## src/rtl/fadd_pkg.sv

```systemverilog
// -----------------------------------------------------------------------------
// fadd_pkg
// Shared constants and state encoding for the half-precision adder back end.
//   MW   : mantissa width including the hidden bit
//   EW   : exponent width
//   EMAX : all-ones exponent (Inf)
// -----------------------------------------------------------------------------
package fadd_pkg;

  localparam int MW   = 11;
  localparam int EW   = 5;
  localparam int EMAX = 31;

  typedef enum logic [1:0] {
    ST_IDLE = 2'd0,
    ST_NORM = 2'd1,
    ST_DONE = 2'd2
  } state_t;

endpackage

```

## src/rtl/fadd_recomp.sv

```systemverilog
// -----------------------------------------------------------------------------
// fadd_recomp
// Combinational MW-bit conditional two's complement. Undoes the complement
// applied by the upstream operand mux when the subtraction result went negative.
// Ports:
//   a   in  MW  raw mantissa sum
//   neg in  1   1 = return (~a + 1) mod 2^MW, 0 = pass a through
//   y   out MW  recomplemented value
// -----------------------------------------------------------------------------
module fadd_recomp
  import fadd_pkg::*;
(
  input  logic [MW-1:0] a,
  input  logic          neg,
  output logic [MW-1:0] y
);

  // Two's complement select; the +1 wraps modulo 2^MW by construction.
  always_comb begin
    y = a;
    if (neg) begin
      y = ~a + {{(MW-1){1'b0}}, 1'b1};
    end else begin
      y = a;
    end
  end

endmodule

```

## src/rtl/fadd_normalizer.sv

```systemverilog
// -----------------------------------------------------------------------------
// fadd_normalizer
// Back end of the half-precision float adder. Fixes up the raw mantissa sum
// (carry-out, negative result) on accept, then normalises it with one left
// shift and one exponent decrement per cycle. Valid/ready on both sides.
// Ports:
//   clk, reset_n                clock (rising edge), async active-low reset
//   in_valid / in_ready         input handshake (in_ready high only in IDLE)
//   sum, carry, sub_op          raw adder sum, carry-out, effective subtract
//   exp_in, sign_in             common exponent, sign of larger operand
//   out_valid / out_ready       output handshake (out_valid held until ready)
//   mant_out, exp_out, sign_out normalised result (mant_out[MW-1] = hidden bit)
//   zero, ovf                   exact-zero and exponent-overflow flags
// -----------------------------------------------------------------------------
module fadd_normalizer
  import fadd_pkg::*;
(
  input  logic          clk,
  input  logic          reset_n,
  input  logic          in_valid,
  output logic          in_ready,
  input  logic [MW-1:0] sum,
  input  logic          carry,
  input  logic          sub_op,
  input  logic [EW-1:0] exp_in,
  input  logic          sign_in,
  output logic          out_valid,
  input  logic          out_ready,
  output logic [MW-1:0] mant_out,
  output logic [EW-1:0] exp_out,
  output logic          sign_out,
  output logic          zero,
  output logic          ovf
);

  localparam logic [EW-1:0] EXP_MAX  = EW'(EMAX);
  localparam logic [EW-1:0] EXP_PRE  = EW'(EMAX - 1);
  localparam logic [EW-1:0] EXP_ONE  = {{(EW-1){1'b0}}, 1'b1};
  localparam logic [EW-1:0] EXP_ZERO = {EW{1'b0}};
  localparam logic [MW-1:0] MANT_ZERO = {MW{1'b0}};

  state_t        state_r;
  logic [MW-1:0] mant_r;
  logic [EW-1:0] exp_r;
  logic          sign_r;
  logic          zero_r;
  logic          ovf_r;
  logic          in_ready_r;
  logic          out_valid_r;

  logic          neg_s;
  logic [MW-1:0] recomp_y_s;
  logic [MW-1:0] mant_fix_s;
  logic [EW-1:0] exp_fix_s;
  logic          sign_fix_s;
  logic          ovf_fix_s;

  // A subtract without carry-out means B > A: the sum is negative.
  assign neg_s = sub_op & ~carry;

  fadd_recomp u_recomp (
    .a   (sum),
    .neg (neg_s),
    .y   (recomp_y_s)
  );

  // Fix-up of the accepted inputs: recomplement, carry shift-in, overflow.
  always_comb begin
    mant_fix_s = recomp_y_s;
    exp_fix_s  = exp_in;
    sign_fix_s = sign_in;
    ovf_fix_s  = 1'b0;
    case ({sub_op, carry})
      2'b11: begin
        // Subtract with carry: result positive, carry is dropped.
        mant_fix_s = recomp_y_s;
      end
      2'b10: begin
        sign_fix_s = ~sign_in;
      end
      2'b01: begin
        if (exp_in == EXP_PRE) begin
          ovf_fix_s  = 1'b1;
          exp_fix_s  = EXP_MAX;
          mant_fix_s = MANT_ZERO;
        end else begin
          mant_fix_s = {1'b1, sum[MW-1:1]};
          exp_fix_s  = exp_in + EXP_ONE;
        end
      end
      default: begin
        mant_fix_s = recomp_y_s;
      end
    endcase
  end

  // Control FSM plus result registers; all outputs come straight from flops.
  always_ff @(posedge clk or negedge reset_n) begin
    if (!reset_n) begin
      state_r     <= ST_IDLE;
      mant_r      <= MANT_ZERO;
      exp_r       <= EXP_ZERO;
      sign_r      <= 1'b0;
      zero_r      <= 1'b0;
      ovf_r       <= 1'b0;
      in_ready_r  <= 1'b1;
      out_valid_r <= 1'b0;
    end else begin
      case (state_r)
        ST_IDLE: begin
          if (in_valid && in_ready_r) begin
            mant_r     <= mant_fix_s;
            exp_r      <= exp_fix_s;
            sign_r     <= sign_fix_s;
            ovf_r      <= ovf_fix_s;
            zero_r     <= 1'b0;
            in_ready_r <= 1'b0;
            // Overflow result is already final (Inf), skip normalisation.
            state_r    <= ovf_fix_s ? ST_DONE : ST_NORM;
          end
        end
        ST_NORM: begin
          if (mant_r == MANT_ZERO) begin
            zero_r  <= 1'b1;
            exp_r   <= EXP_ZERO;
            sign_r  <= 1'b0;
            state_r <= ST_DONE;
          end else if (mant_r[MW-1]) begin
            state_r <= ST_DONE;
          end else if (exp_r <= EXP_ONE) begin
            // Cannot shift further without underflow: deliver as subnormal.
            exp_r   <= EXP_ZERO;
            state_r <= ST_DONE;
          end else begin
            mant_r <= {mant_r[MW-2:0], 1'b0};
            exp_r  <= exp_r - EXP_ONE;
          end
        end
        ST_DONE: begin
          // First DONE cycle raises out_valid; handshake needs it already high.
          if (!out_valid_r) begin
            out_valid_r <= 1'b1;
          end else if (out_ready) begin
            out_valid_r <= 1'b0;
            in_ready_r  <= 1'b1;
            state_r     <= ST_IDLE;
          end
        end
        default: begin
          state_r     <= ST_IDLE;
          in_ready_r  <= 1'b1;
          out_valid_r <= 1'b0;
        end
      endcase
    end
  end

  assign in_ready  = in_ready_r;
  assign out_valid = out_valid_r;
  assign mant_out  = mant_r;
  assign exp_out   = exp_r;
  assign sign_out  = sign_r;
  assign zero      = zero_r;
  assign ovf       = ovf_r;

endmodule

```

## config.mk

```make
export PLATFORM = sky130hd
export DESIGN_NAME = fadd_normalizer
export DESIGN_NICKNAME = d
export VERILOG_FILES = /design/src/rtl/fadd_pkg.sv /design/src/rtl/fadd_recomp.sv /design/src/rtl/fadd_normalizer.sv
export SDC_FILE = /design/constraint.sdc
export NUM_CORES = 1
export LEC_CHECK = 0
export BUFFER_PORTS_ARGS = -buffer_cell sky130_fd_sc_hd__buf_2
export CAP_MARGIN = 20
export CORE_MARGIN = 5
export CORE_UTILIZATION = 45
export CTS_CLUSTER_SIZE = 12
export DETAILED_ROUTE_END_ITERATION = 7
export PLACE_DENSITY_LB_ADDON = 0.08
export SLEW_MARGIN = 10
export SYNTH_ARGS = -nofsm -noshare
export SYNTH_HDL_FRONTEND = slang
export SYNTH_SLANG_ARGS = --single-unit
```

## constraint.sdc

```tcl
create_clock -name clk -period 3.53 [get_ports clk]
set_input_delay 0.1765 -clock clk [delete_from_list [all_inputs] [get_ports clk]]
set_output_delay 0.1765 -clock clk [all_outputs]
set_load 0.1 [all_outputs]
```

==> summary.log, run 1 <==
INFO  status         status=complete, no violations
INFO  layout         area.growth.synth_to_final=15.5%
INFO  run            timing.max_cap.violations=0
INFO  yosys          post_synth_xor_area_fraction=1.46%
INFO  setup_path     timing.critical_path.arrival=2610ps
INFO  timing         grt_setup_unrepaired=false
INFO  drt            drt_drc_violations_left=0
INFO  yosys          ys_ff_latch=23
INFO  layout         design.final.nets=287
INFO  floorplanning  io_pins=44
INFO  timing         final-setup-viol-count=0
INFO  clock_tree     cts_setup_buffers=0
INFO  yosys          instance_count_of_the_mapped_netlist=222
INFO  yosys          dominantRegCellSynth=sky130_fd_sc_hd__dfrtp_1
INFO  yosys          synth-compound-area-share=29.9%
INFO  setup_path     worst-r2r-cell-count=4
INFO  floorplanning  placement_rows=23
INFO  layout         fill_cells=423
INFO  yosys          syn_area=0.00180mm²
INFO  yosys          synth_top_family_by_area=compound AO/OA/AOI/OAI gates
INFO  placed_design  port_buffers=43
INFO  clock_tree     cts_tree=yes
INFO  min_path       whs_path_depth=3
INFO  setup_path     worstPathMaxFanout=17
INFO  placed_design  post-dp-hpwl=3640µm
INFO  yosys          syn_nets=250
INFO  global_routing grt_use_met1=30.4%
INFO  yosys          synth.avg_cell_area=8.10µm²
INFO  layout         insertedDiodeCount=0
INFO  clock_tree     cts_made_buffers=3
INFO  clock_tree     clockRootBuffer=sky130_fd_sc_hd__clkbuf_8
INFO  timing         timing.clock.skew=8.68ps
INFO  clock_tree     clk_pin_slew_worst_paths=80ps
INFO  global_routing global_route_wire_length_before_repair=8010µm
INFO  global_routing grt_util_met2=26.0%
INFO  setup_path     cp_data_required_time=3670ps
INFO  clock_tree     max-clock-path-buffers=2
INFO  clock_tree     later_pin_clock_latency_in_the_skew_report=260ps
INFO  global_routing grt_overflow_total=0
INFO  global_routing antenna_found_initial=0
INFO  yosys          postSynth.asyncResetShare=100%
INFO  global_routing overall_fraction_of_global_route_tracks_in_use=18.8%
INFO  timing         timing.max_slew.rel_slack=57.8%
INFO  timing         slew_limit_fails=0
INFO  floorplanning  fp.dieH=73.2µm
INFO  drt            detailedRoute.firstIterationViolations=132
INFO  drt            wl=4800µm
INFO  yosys          ys_warn_count=0
INFO  layout         final_cell_mix=sky130_fd_sc_hd__buf_2, sky130_fd_sc_hd__dfrtp_1, sky130_fd_sc_hd__nand2_1
INFO  timing         timing_hold_violations_final=0
INFO  power          ir_worst_vdd=0.000671V
INFO  global_routing gr-max-usage-layer=met1
INFO  drt            route.detailed.wl_per_inst=15.6µm
INFO  timing         tightest_slew=629ps
INFO  placed_design  pre_cts_slack=1100ps
INFO  timing         timing.fmax=0.405GHz
INFO  floorplanning  initial_core_util=45.6%
INFO  power          cellLeakagePower=0.909nW
INFO  setup_path     setup.worst_path.start_class=flip-flop
INFO  layout         fraction_of_final_layout_cells_with_drive_strength_greater_than_1=22.1%
INFO  drt            vias=1785
INFO  yosys          synth_simple_gate_area_share=25.4%
INFO  clock_tree     cts_resized=0
INFO  global_routing number_of_global_route_vias_before_repair=1614
INFO  power          power=1.77mW
INFO  yosys          portion_of_netlist_area_occupied_by_mux_cells=1.81%
INFO  drt            vias_per_cell=5.80
INFO  yosys          yosysUniqueCellTypes=55
INFO  floorplanning  fp.dieW=73.2µm
INFO  min_path       hold_path_class=in -> reg
INFO  drt            drt_pre_antenna_iters=4
INFO  timing         final.period_utilization=70.0%
INFO  timing         post-route-worst-setup-slack=1060ps
INFO  timing         setup_total_negative_slack=0ps
INFO  yosys          synth_adder_area_share=3.48%
INFO  floorplanning  core-area=0.00394mm²
INFO  global_routing grt_util_met3=1.79%
INFO  global_routing grt_max_degree=24
INFO  layout         layout_commonest_cell=sky130_fd_sc_hd__buf_2
INFO  timing         timing.hold.ws=212ps
INFO  setup_path     category_of_the_most_critical_setup_path=reg -> reg
INFO  power          power_density=850mW/mm²
INFO  placed_design  gp_congestion=0.776
INFO  timing         fin_crit=2470ps
INFO  floorplanning  area_enclosed_by_the_die_boundary=0.00536mm²
INFO  drt            postRouteAntennaNets=0
INFO  yosys          yosysSeqAreaShare=32.1%
INFO  clock_tree     numClockSinks=23
INFO  setup_path     timing.critical_path.to_type=flip-flop
INFO  clock_tree     htree_levels=1
INFO  yosys          synth-edff-count=0
-- final cells by class --
class                           instances  area (µm²)  share of cell area [%]
Timing Repair Buffer                   45         233                    11.2
Tap cell                               50        62.6                    3.01
Inverter                               12        45.0                    2.17
Sequential cell                        23         577                    27.8
Multi-Input combinational cell        174        1120                    53.7
Clock buffer                            4        45.0                    2.17
-- critical path: stages, from the launching register on --
cell	delay, ps
sky130_fd_sc_hd__dfrtp_1	460
sky130_fd_sc_hd__nand4bb_1	520
sky130_fd_sc_hd__o21ai_1	530
sky130_fd_sc_hd__a31o_2	460
sky130_fd_sc_hd__mux2_2	370
-- power breakdown --
part | internal [mW] | switching, mW | leakage [nW]
Sequential | 0.362 | 0.119 | 0.279
Combinational | 0.202 | 0.922 | 0.607
Clock | 0.0804 | 0.0807 | 0.0228
Total | 0.644 | 1.12 | 0.909
-- cells by family after synthesis --
logic type | count (synthesis)
flops | 23
compound gates | 76
fa+ha+maj | 5
buf+inv | 25
simple gates | 87
xor+xnor | 3
mux | 3
-- synth_stat cells (2+ instances only) --
master,n,area [µm²]
sky130_fd_sc_hd__nand2_1,21,78.8
sky130_fd_sc_hd__a21oi_1,16,80.1
sky130_fd_sc_hd__nand3_1,5,25.0
sky130_fd_sc_hd__a22o_1,4,35.0
sky130_fd_sc_hd__nand2b_1,8,50.1
sky130_fd_sc_hd__a31oi_1,6,37.5
sky130_fd_sc_hd__o22ai_1,3,18.8
sky130_fd_sc_hd__inv_1,12,45.0
sky130_fd_sc_hd__dfrtp_1,22,551
sky130_fd_sc_hd__o21ai_0,12,60.1
sky130_fd_sc_hd__nor2_1,19,71.3
sky130_fd_sc_hd__ha_1,5,62.6
sky130_fd_sc_hd__o221ai_1,2,17.5
sky130_fd_sc_hd__o22a_1,2,17.5
sky130_fd_sc_hd__a211o_1,4,35.0
sky130_fd_sc_hd__xnor2_1,2,17.5
sky130_fd_sc_hd__nand3b_1,3,22.5
sky130_fd_sc_hd__a21o_1,2,15.0
sky130_fd_sc_hd__a2bb2oi_1,4,35.0
sky130_fd_sc_hd__a22oi_1,2,15.0
sky130_fd_sc_hd__and2_1,4,25.0
sky130_fd_sc_hd__a211oi_1,2,15.0
sky130_fd_sc_hd__clkbuf_1,5,18.8
sky130_fd_sc_hd__mux2_2,2,22.5
sky130_fd_sc_hd__a222oi_1,2,20.0
sky130_fd_sc_hd__a311oi_1,2,17.5
sky130_fd_sc_hd__buf_2,7,35.0
sky130_fd_sc_hd__nor2b_1,4,25.0
sky130_fd_sc_hd__nor4_1,2,12.5
sky130_fd_sc_hd__nor3_1,10,50.1
sky130_fd_sc_hd__nand4_1,4,25.0
-- sequential cells by signal (all words and copies together) (netlist names) --
signal,cells
mant_out,11
exp_out,5
state_r,2
in_ready,1
out_valid,1
ovf,1
sign_out,1
zero,1
-- per-stage QoR --
stage / cells / utilization, % / instance area (µm²)
2_1_floorplan: 222 / - / 1800
3_3_place_gp: 303 / 51.3 / 2020
3_5_place_dp: 303 / 51.3 / 2020
4_1_cts: 308 / 52.7 / 2080
5_1_grt: 308 / 52.7 / 2080
6_report: 308 / 52.7 / 2080
-- per-layer routing --
metal / share of wire (%) / vias up
met1: 50 / 837
met4: 0.75 / 0
li1: - / 901
met3: 6.3 / 2
met2: 43 / 45
met5: 0 / -
-- final timing paths --
kind	start	end	slack (ps)
worst max-delay path	state_r[1]$_DFFE_PN0P_	mant_out[8]$_DFFE_PN0P_	1060
worst min-delay path	sign_in	sign_out$_DFFE_PN0P_	210
worst max register to register	state_r[1]$_DFFE_PN0P_	mant_out[8]$_DFFE_PN0P_	1060
worst min register to register	zero$_DFFE_PN0P_	zero$_DFFE_PN0P_	490
max in group asynchronous	reset_n	mant_out[3]$_DFFE_PN0P_	2740
min in group asynchronous	reset_n	out_valid$_DFFE_PN0N_	420
-- what timing repair did --
action / CTS / global route
endpoints found under the hold margin: 22 / 0
endpoints found under the setup margin: 0 / 0
hold buffers: 1 / 0
Power figures use the tool's default switching activity.
==> inputs of run 2 (changes only) <==
==> constraint.sdc (replaced) <==
create_clock -name clk -period 2.4 [get_ports clk]
set_input_delay 0.12 -clock clk [delete_from_list [all_inputs] [get_ports clk]]
set_output_delay 0.12 -clock clk [all_outputs]
set_load 0.1 [all_outputs]
==> run 2 against run 1 <==
Total power is 47% higher. Combinational power up 47%. Critical path depth grew 3. Die area unchanged. Design area increased by 1.5%. First-iteration DRC count is 23% higher. Clock-buffer cell count unchanged. Sequential share of layout area down 0.35 points. Core utilization is 0.79 points higher. Via count grew 0.84%. Worst setup slack got worse by 550 ps. Final cell count grew 1.3%.
==> summary.log, run 2 (same netlist as run 1, synthesis figures left out) <==
INFO  drt            detailedRoute.firstIterationViolations=162 [was 132]
INFO  clock_tree     numClockSinks=23 [unchanged]
INFO  power          cellLeakagePower=0.926nW [was 0.909 nW]
INFO  floorplanning  area_enclosed_by_the_die_boundary=0.00536mm² [unchanged]
INFO  clock_tree     cts_made_buffers=3 [unchanged]
INFO  setup_path     worstPathMaxFanout=10 [was 17]
INFO  drt            vias=1800 [was 1785]
INFO  global_routing antenna_found_initial=0 [unchanged]
INFO  timing         timing.fmax=0.530GHz [was 0.405 GHz]
INFO  global_routing grt_overflow_total=0 [unchanged]
INFO  timing         timing.max_slew.rel_slack=62.3% [was 57.8%]
INFO  clock_tree     clockRootBuffer=sky130_fd_sc_hd__clkbuf_8 [unchanged]
INFO  layout         max_ffs_per_register=11 [unchanged]
INFO  drt            postRouteAntennaNets=0 [unchanged]
INFO  min_path       hold_path_class=in -> reg [unchanged]
INFO  placed_design  place_inst=307 [was 303]
INFO  timing         slew_limit_fails=0 [unchanged]
INFO  setup_path     cp_data_required_time=2550ps [was 3670 ps]
INFO  layout         final_cell_mix=sky130_fd_sc_hd__buf_2, sky130_fd_sc_hd__nand2_1, sky130_fd_sc_hd__dfrtp_1 [was sky130_fd_sc_hd__buf_2, sky130_fd_sc_hd__dfrtp_1, sky130_fd_sc_hd__nand2_1]
INFO  timing         post-route-worst-setup-slack=513ps [was 1060 ps]
INFO  layout         layout_commonest_cell=sky130_fd_sc_hd__buf_2 [unchanged]
INFO  layout         post_layout_nonfiller_instances=312 [was 308]
INFO  power          power=2.60mW [was 1.77 mW]
INFO  power          power_density=1230mW/mm² [was 850 mW/mm²]
INFO  drt            route.detailed.wl_per_inst=15.3µm [was 15.6 µm]
INFO  drt            vias_per_cell=5.77 [was 5.80]
INFO  timing         timing_hold_violations_final=0 [unchanged]
INFO  global_routing number_of_global_route_vias_before_repair=1601 [was 1614]
INFO  floorplanning  initial_core_util=45.6% [unchanged]
INFO  layout         fin_util=53.5% [was 52.7%]
INFO  setup_path     timing.critical_path.arrival=2040ps [was 2610 ps]
INFO  layout         insertedDiodeCount=0 [unchanged]
INFO  setup_path     setup.worst_path.start_class=flip-flop [unchanged]
INFO  timing         final.period_utilization=78.6% [was 70.0%]
INFO  global_routing global_route_wire_length_before_repair=7870µm [was 8010 µm]
INFO  power          ir_worst_vdd=0.000962V [was 0.000671 V]
INFO  layout         fill_cells=405 [was 423]
INFO  run            timing.max_cap.violations=0 [unchanged]
INFO  status         status=complete, no violations [unchanged]
INFO  timing         final-setup-viol-count=0 [unchanged]
INFO  clock_tree     cts_setup_buffers=0 [unchanged]
INFO  floorplanning  io_pins=44 [unchanged]
INFO  clock_tree     cts_tree=yes [unchanged]
INFO  drt            top_layer_used=met4 [unchanged]
INFO  floorplanning  core-area=0.00394mm² [unchanged]
INFO  clock_tree     cts_resized=0 [unchanged]
INFO  floorplanning  placement_rows=23 [unchanged]
INFO  timing         fin_crit=1890ps [was 2470 ps]
INFO  timing         grt_setup_unrepaired=false [unchanged]
INFO  placed_design  port_buffers=43 [unchanged]
INFO  setup_path     category_of_the_most_critical_setup_path=reg -> reg [unchanged]
INFO  global_routing grt_max_degree=24 [unchanged]
INFO  clock_tree     clk_pin_slew_worst_paths=80ps [about the same]
INFO  timing         setup_total_negative_slack=0ps [unchanged]
INFO  layout         design.final.nets=291 [was 287]
INFO  layout         fraction_of_final_layout_cells_with_drive_strength_greater_than_1=23.7% [was 22.1%]
INFO  clock_tree     htree_levels=1 [unchanged]
INFO  drt            detailroute.wirelength.met2=2000µm [was 2060 µm]
INFO  clock_tree     ctsHoldBuffers=1 [unchanged]
INFO  drt            detail_route.wirelength.met1=2490µm [was 2400 µm]
INFO  clock_tree     later_pin_clock_latency_in_the_skew_report=260ps [about the same]
INFO  drt            drt_drc_violations_left=0 [unchanged]
INFO  global_routing overall_fraction_of_global_route_tracks_in_use=18.4% [was 18.8%]
INFO  placed_design  post-dp-hpwl=3600µm [was 3640 µm]
INFO  drt            dr_wl_met3=239µm [was 301 µm]
INFO  drt            wl=4760µm [was 4800 µm]
INFO  floorplanning  fp.dieW=73.2µm [unchanged]
INFO  floorplanning  fp.dieH=73.2µm [unchanged]
INFO  timing         tightest_slew=565ps [was 629 ps]
INFO  timing         timing.clock.skew=1.86ps [was 8.68 ps]
INFO  placed_design  gp_congestion=0.802 [was 0.776]
INFO  setup_path     timing.critical_path.to_type=flip-flop [unchanged]
INFO  drt            drt_pre_antenna_iters=4 [unchanged]
INFO  layout         area.growth.synth_to_final=17.2% [was 15.5%]
INFO  clock_tree     max-clock-path-buffers=2 [unchanged]
INFO  placed_design  pre_cts_slack=516ps [was 1100 ps]
-- run 2: where the power goes --
part | internal, mW | switching [mW] | total [mW]
Combinational | 0.298 | 1.35 | 1.65
Sequential | 0.533 | 0.178 | 0.711
Clock | 0.118 | 0.121 | 0.239
-- run 2: metrics by stage --
| step | hold slack (ps) | instance area [µm²] |
|---|---|---|
| 6_report | 160 | 2110 |
| 5_1_grt | 163 | 2110 |
| 4_1_cts | 159 | 2110 |
| 3_5_place_dp | 128 | 2050 |
| 3_3_place_gp | 129 | 2050 |
| 2_1_floorplan | -176 | 1800 |
-- run 2: path summary, 6_finish.rpt --
| check | startpoint | to | slack [ps] | cells after the start |
|---|---|---|---|---|
| max reg2reg | exp_out[1]$_DFFE_PN0P_ | exp_out[3]$_DFFE_PN0P_ | 510 | 7 |
| max | exp_out[1]$_DFFE_PN0P_ | exp_out[3]$_DFFE_PN0P_ | 510 | 7 |
| min reg2reg | zero$_DFFE_PN0P_ | zero$_DFFE_PN0P_ | 480 | 1 |
| min in group asynchronous | reset_n | out_valid$_DFFE_PN0N_ | 360 | 2 |
| max in group asynchronous | reset_n | exp_out[1]$_DFFE_PN0P_ | 1660 | 2 |
| min | sign_in | sign_out$_DFFE_PN0P_ | 160 | 3 |
-- run 2: metal layers --
layer,GRT usage (%),vias up
met3,2.34,2
met4,4.71,0
met2,25.9,48
met1,29.2,840
met5,0,-
li1,-,910
-- run 2: worst max-delay path, cell delays in order, from the launching register on --
cell and delay [ps]:
sky130_fd_sc_hd__dfrtp_2 440, sky130_fd_sc_hd__inv_1 120, sky130_fd_sc_hd__ha_1 150, sky130_fd_sc_hd__o21bai_1 160, sky130_fd_sc_hd__nand2_1 140, sky130_fd_sc_hd__nand3_1 310, sky130_fd_sc_hd__o21ai_0 160, sky130_fd_sc_hd__a211o_1 300
-- run 2: final cells by class --
cell class              count  area [µm²]  area share (%)
inverters                  12        45.0            2.14
repair buffers             49         263            12.5
multi-input cells         174        1120            52.9
clock buffers               4        45.0            2.14
flip-flops and latches     23         578            27.4
well taps                  50        62.6            2.97
==> inputs of run 3 (changes only) <==
--- a/config.mk
+++ b/config.mk
@@ -5,6 +5,7 @@
 export SDC_FILE = /design/constraint.sdc
 export NUM_CORES = 1
 export LEC_CHECK = 0
+export ABC_AREA = 1
 export BUFFER_PORTS_ARGS = -buffer_cell sky130_fd_sc_hd__buf_2
 export CAP_MARGIN = 20
 export CORE_MARGIN = 5
==> constraint.sdc (replaced) <==
create_clock -name clk -period 1.6 [get_ports clk]
set_input_delay 0.08 -clock clk [delete_from_list [all_inputs] [get_ports clk]]
set_output_delay 0.08 -clock clk [all_outputs]
set_load 0.1 [all_outputs]
==> run 3 against run 2 <==
Combinational power grew 110%. Die area is 4.0% higher. Worst setup slack worse by 440 ps. Highest routed layer unchanged. Maximum frequency up 23%. Synthesized cell count increased by 28%. First-iteration DRC count rose by 22%. Via count increased by 4.4%. Register-to-register slack lost 440 ps. Design area increased by 7.1%. Largest cell class unchanged. Core utilization increased by 2.6 points. Final cell count up 22%.
==> summary.log, run 3 <==
INFO  yosys          postSynth.asyncResetShare=100% [unchanged]
INFO  status         status=complete, no violations [unchanged]
INFO  clock_tree     numClockSinks=23 [unchanged]
INFO  clock_tree     later_pin_clock_latency_in_the_skew_report=270ps [was 260 ps]
INFO  drt            drt_drc_violations_left=0 [unchanged]
INFO  placed_design  post-dp-hpwl=3550µm [was 3600 µm]
INFO  setup_path     worst-r2r-cell-count=9 [was 7]
INFO  drt            drt_pre_antenna_iters=8 [was 4]
INFO  layout         post_layout_nonfiller_instances=381 [was 312]
INFO  power          power=5.04mW [was 2.60 mW]
INFO  setup_path     worstPathBufferInverterCount=2 [was 1]
INFO  yosys          synthMostInstantiatedCell=sky130_fd_sc_hd__nand2_1 [was sky130_fd_sc_hd__dfrtp_1]
INFO  layout         layout_commonest_cell=sky130_fd_sc_hd__nand2_1 [was sky130_fd_sc_hd__buf_2]
INFO  clock_tree     clk_pin_slew_worst_paths=90ps [was 80 ps]
INFO  floorplanning  core-area=0.00403mm² [was 0.00394 mm²]
INFO  yosys          yosysUniqueCellTypes=32 [was 55]
INFO  yosys          syn_area=0.00188mm² [was 0.00180 mm²]
INFO  global_routing grt_max_degree=24 [unchanged]
INFO  global_routing grt_overflow_total=0 [unchanged]
INFO  drt            detailedRoute.firstIterationViolations=198 [was 162]
INFO  timing         slew_limit_fails=0 [unchanged]
INFO  drt            route.detailed.wl_per_inst=12.2µm [was 15.3 µm]
INFO  global_routing antenna_found_initial=0 [unchanged]
INFO  floorplanning  fp.dieH=74.7µm [was 73.2 µm]
INFO  drt            vias=1880 [was 1800]
INFO  setup_path     timing.critical_path.arrival=1690ps [was 2040 ps]
INFO  placed_design  port_buffers=43 [unchanged]
INFO  layout         design.final.nets=360 [was 291]
INFO  layout         fill_cells=441 [was 405]
INFO  placed_design  place_inst=375 [was 307]
INFO  layout         register_area=606µm² [was 578 µm²]
INFO  timing         tightest_slew=526ps [was 565 ps]
INFO  clock_tree     cts_tree=yes [unchanged]
INFO  setup_path     reg_to_reg_critical_path_startpoint=exp_out[0]$_DFFE_PN0P_ [was exp_out[1]$_DFFE_PN0P_]
INFO  run            timing.max_cap.violations=0 [unchanged]
INFO  setup_path     crit_cells=9 [was 7]
INFO  layout         fraction_of_final_layout_cells_with_drive_strength_greater_than_1=30.5% [was 23.7%]
INFO  yosys          synth_top_area_share=29.2% [was 30.6%]
INFO  yosys          instance_count_of_the_mapped_netlist=284 [was 222]
INFO  timing         timing.max_slew.rel_slack=65.0% [was 62.3%]
INFO  clock_tree     clockRootBuffer=sky130_fd_sc_hd__clkbuf_8 [unchanged]
INFO  yosys          synth_top_cells_by_area=sky130_fd_sc_hd__dfrtp_1, sky130_fd_sc_hd__nand2_1, sky130_fd_sc_hd__nor2_1, sky130_fd_sc_hd__nand3_1, sky130_fd_sc_hd__inv_1 [was sky130_fd_sc_hd__dfrtp_1, sky130_fd_sc_hd__a21oi_1, sky130_fd_sc_hd__nand2_1, sky130_fd_sc_hd__nor2_1, sky130_fd_sc_hd__ha_1]
INFO  setup_path     r2r-end=mant_out[9]$_DFFE_PN0P_ [was exp_out[3]$_DFFE_PN0P_]
INFO  drt            vias_per_cell=4.93 [was 5.77]
INFO  setup_path     cpMostUsedCell=sky130_fd_sc_hd__nand2_2
INFO  setup_path     setup.worst_path.start_class=flip-flop [unchanged]
INFO  clock_tree     max-clock-path-buffers=2 [unchanged]
INFO  setup_path     worstPathMaxFanout=5 [was 10]
INFO  setup_path     category_of_the_most_critical_setup_path=reg -> reg [unchanged]
INFO  placed_design  gp_congestion=0.874 [was 0.802]
INFO  placed_design  detailed_place.area=0.00218mm² [was 0.00205 mm²]
INFO  setup_path     capturing_instance_or_port_of_the_critical_path=mant_out[9]$_DFFE_PN0P_ [was exp_out[3]$_DFFE_PN0P_]
INFO  clock_tree     cts_made_buffers=3 [unchanged]
INFO  timing         grt_setup_unrepaired=true [was false]
INFO  global_routing global_route_wire_length_before_repair=7710µm [was 7870 µm]
INFO  floorplanning  fp.dieW=74.7µm [was 73.2 µm]
INFO  setup_path     cp_data_required_time=1760ps [was 2550 ps]
INFO  setup_path     worst_path_dominant_cell_family=simple AND/OR/NAND/NOR gates [was compound AO/OA/AOI/OAI gates]
INFO  clock_tree     htree_levels=1 [unchanged]
INFO  drt            postRouteAntennaNets=0 [unchanged]
INFO  layout         fin_util=56.1% [was 53.5%]
INFO  drt            wl=4630µm [was 4760 µm]
INFO  setup_path     regToRegSetupSlack=70ps [was 510 ps]
INFO  timing         timing.clock.skew=6.70ps [was 1.86 ps]
INFO  layout         final_area=0.00226mm² [was 0.00211 mm²]
INFO  power          cellLeakagePower=1.21nW [was 0.926 nW]
INFO  timing         timing.fmax=0.653GHz [was 0.530 GHz]
INFO  timing         fin_crit=1530ps [was 1890 ps]
INFO  yosys          syn_nets=312 [was 250]
INFO  yosys          ys_warn_count=0 [unchanged]
INFO  floorplanning  placement_rows=23 [unchanged]
INFO  yosys          yosysSeqAreaShare=30.6% [was 32.1%]
INFO  yosys          synth.avg_cell_area=6.63µm² [was 8.10 µm²]
INFO  layout         insertedDiodeCount=0 [unchanged]
INFO  yosys          synth-edff-count=0 [unchanged]
INFO  layout         multi_input_logic_area=0.00117mm² [was 0.00112 mm²]
INFO  power          power_density=2230mW/mm² [was 1230 mW/mm²]
INFO  floorplanning  area_enclosed_by_the_die_boundary=0.00558mm² [was 0.00536 mm²]
INFO  layout         area.growth.synth_to_final=20.0% [was 17.2%]
INFO  yosys          yosys.area.top_type=sky130_fd_sc_hd__dfrtp_1 [unchanged]
INFO  yosys          ys_ff_latch=23 [unchanged]
INFO  global_routing number_of_global_route_vias_before_repair=1695 [was 1601]
INFO  setup_path     critical_path.max_stage_delay=490ps [was 440 ps]
INFO  layout         max_ffs_per_register=11 [unchanged]
INFO  setup_path     timing.critical_path.cells=ha_1 > inv_1 > nand2_1 > nand2_2 > inv_2 > nand2_2 > nand3_2 > nor2_1 > a21oi_2 [was inv_1 > ha_1 > o21bai_1 > nand2_1 > nand3_1 > o21ai_0 > a211o_1]
INFO  layout         final_cell_mix=sky130_fd_sc_hd__nand2_1, sky130_fd_sc_hd__buf_2, sky130_fd_sc_hd__nor2_1 [was sky130_fd_sc_hd__buf_2, sky130_fd_sc_hd__nand2_1, sky130_fd_sc_hd__dfrtp_1]
INFO  yosys          yosys-top-cells-count=sky130_fd_sc_hd__nand2_1, sky130_fd_sc_hd__nor2_1, sky130_fd_sc_hd__inv_1 [was sky130_fd_sc_hd__dfrtp_1, sky130_fd_sc_hd__nand2_1, sky130_fd_sc_hd__nor2_1]
INFO  timing         final-setup-viol-count=0 [unchanged]
INFO  floorplanning  io_pins=44 [unchanged]
INFO  timing         timing_hold_violations_final=0 [unchanged]
INFO  floorplanning  initial_core_util=46.7% [was 45.6%]
INFO  global_routing overall_fraction_of_global_route_tracks_in_use=17.7% [was 18.4%]
INFO  timing         final.period_utilization=95.7% [was 78.6%]
INFO  setup_path     timing.critical_path.to_type=flip-flop [unchanged]
INFO  setup_path     crit_path_start=exp_out[0]$_DFFE_PN0P_ [was exp_out[1]$_DFFE_PN0P_]
INFO  setup_path     worst_path_max_delay_cell=sky130_fd_sc_hd__dfrtp_4 [was sky130_fd_sc_hd__dfrtp_2]
INFO  clock_tree     cts_setup_buffers=0 [unchanged]
INFO  yosys          dominantRegCellSynth=sky130_fd_sc_hd__dfrtp_1 [unchanged]
INFO  min_path       hold_path_class=in -> reg [unchanged]
INFO  power          ir_worst_vdd=0.00116V [was 0.000962 V]
[run 3: timing repair]
item / in CTS / in global routing
hold buffers: 1 / 0
gates resized for setup: 0 / 4
endpoints found under the hold margin: 22 / 0
setup endpoints to repair: 0 / 10
[run 3: cells by family after synthesis]
| kind of cell | synth area share, % |
|---|---|
| xor+xnor | 2.33 |
| fa+ha+maj | 3.32 |
| compound gates | 9.24 |
| flops | 30.6 |
| simple gates | 45.8 |
| buf+inv | 8.64 |
[run 3: final cells by class]
type	instances	share of cell area [%]
Sequential cell	23	26.8
Timing Repair Buffer	46	10.6
Clock buffer	4	1.99
Tap cell	50	2.77
Multi-Input combinational cell	224	51.8
Inverter	34	5.98
[run 3: how the worst min path moves through the flow]
stage	from	to	slack (ps)	depth (start not counted)
after CTS	sign_in	sign_out$_DFFE_PN0P_	100	3
after detailed placement	reset_n	out_valid$_DFFE_PN0N_	90	1
after global placement	reset_n	ovf$_DFFE_PN0P_	90	1
final	sign_in	sign_out$_DFFE_PN0P_	110	3
after floorplan	reset_n	exp_out[2]$_DFFE_PN0P_	-220	0
after global routing	sign_in	sign_out$_DFFE_PN0P_	110	3
[run 3: metal layers]
metal | GRT usage [%] | share of wire [%] | up-vias
li1 | - | - | 998
met1 | 27.0 | 50 | 825
met2 | 25.5 | 42 | 51
met3 | 2.27 | 5.9 | 6
met4 | 6.52 | 1.5 | 0
met5 | 0 | 0 | -
[run 3: worst min-delay path, stage by stage]
cell,delay [ps]
sky130_fd_sc_hd__buf_2,90
sky130_fd_sc_hd__xor2_1,50
sky130_fd_sc_hd__o21ai_0,130
[run 3: report_power, final]
group | internal [mW] | switching, mW
logic | 0.734 | 2.79
registers | 0.898 | 0.248
clock network | 0.178 | 0.190
total | 1.81 | 3.23
[run 3: metrics by stage]
stage	hold slack, ps	setup TNS, ps	setup WS [ps]
floorplan	-216	0	2.76
global placement	91.6	0	99.9
detailed placement	90.3	0	78.6
CTS	104	0	56.6
global route	108	-57.4	-15.8
finish	113	0	69.3
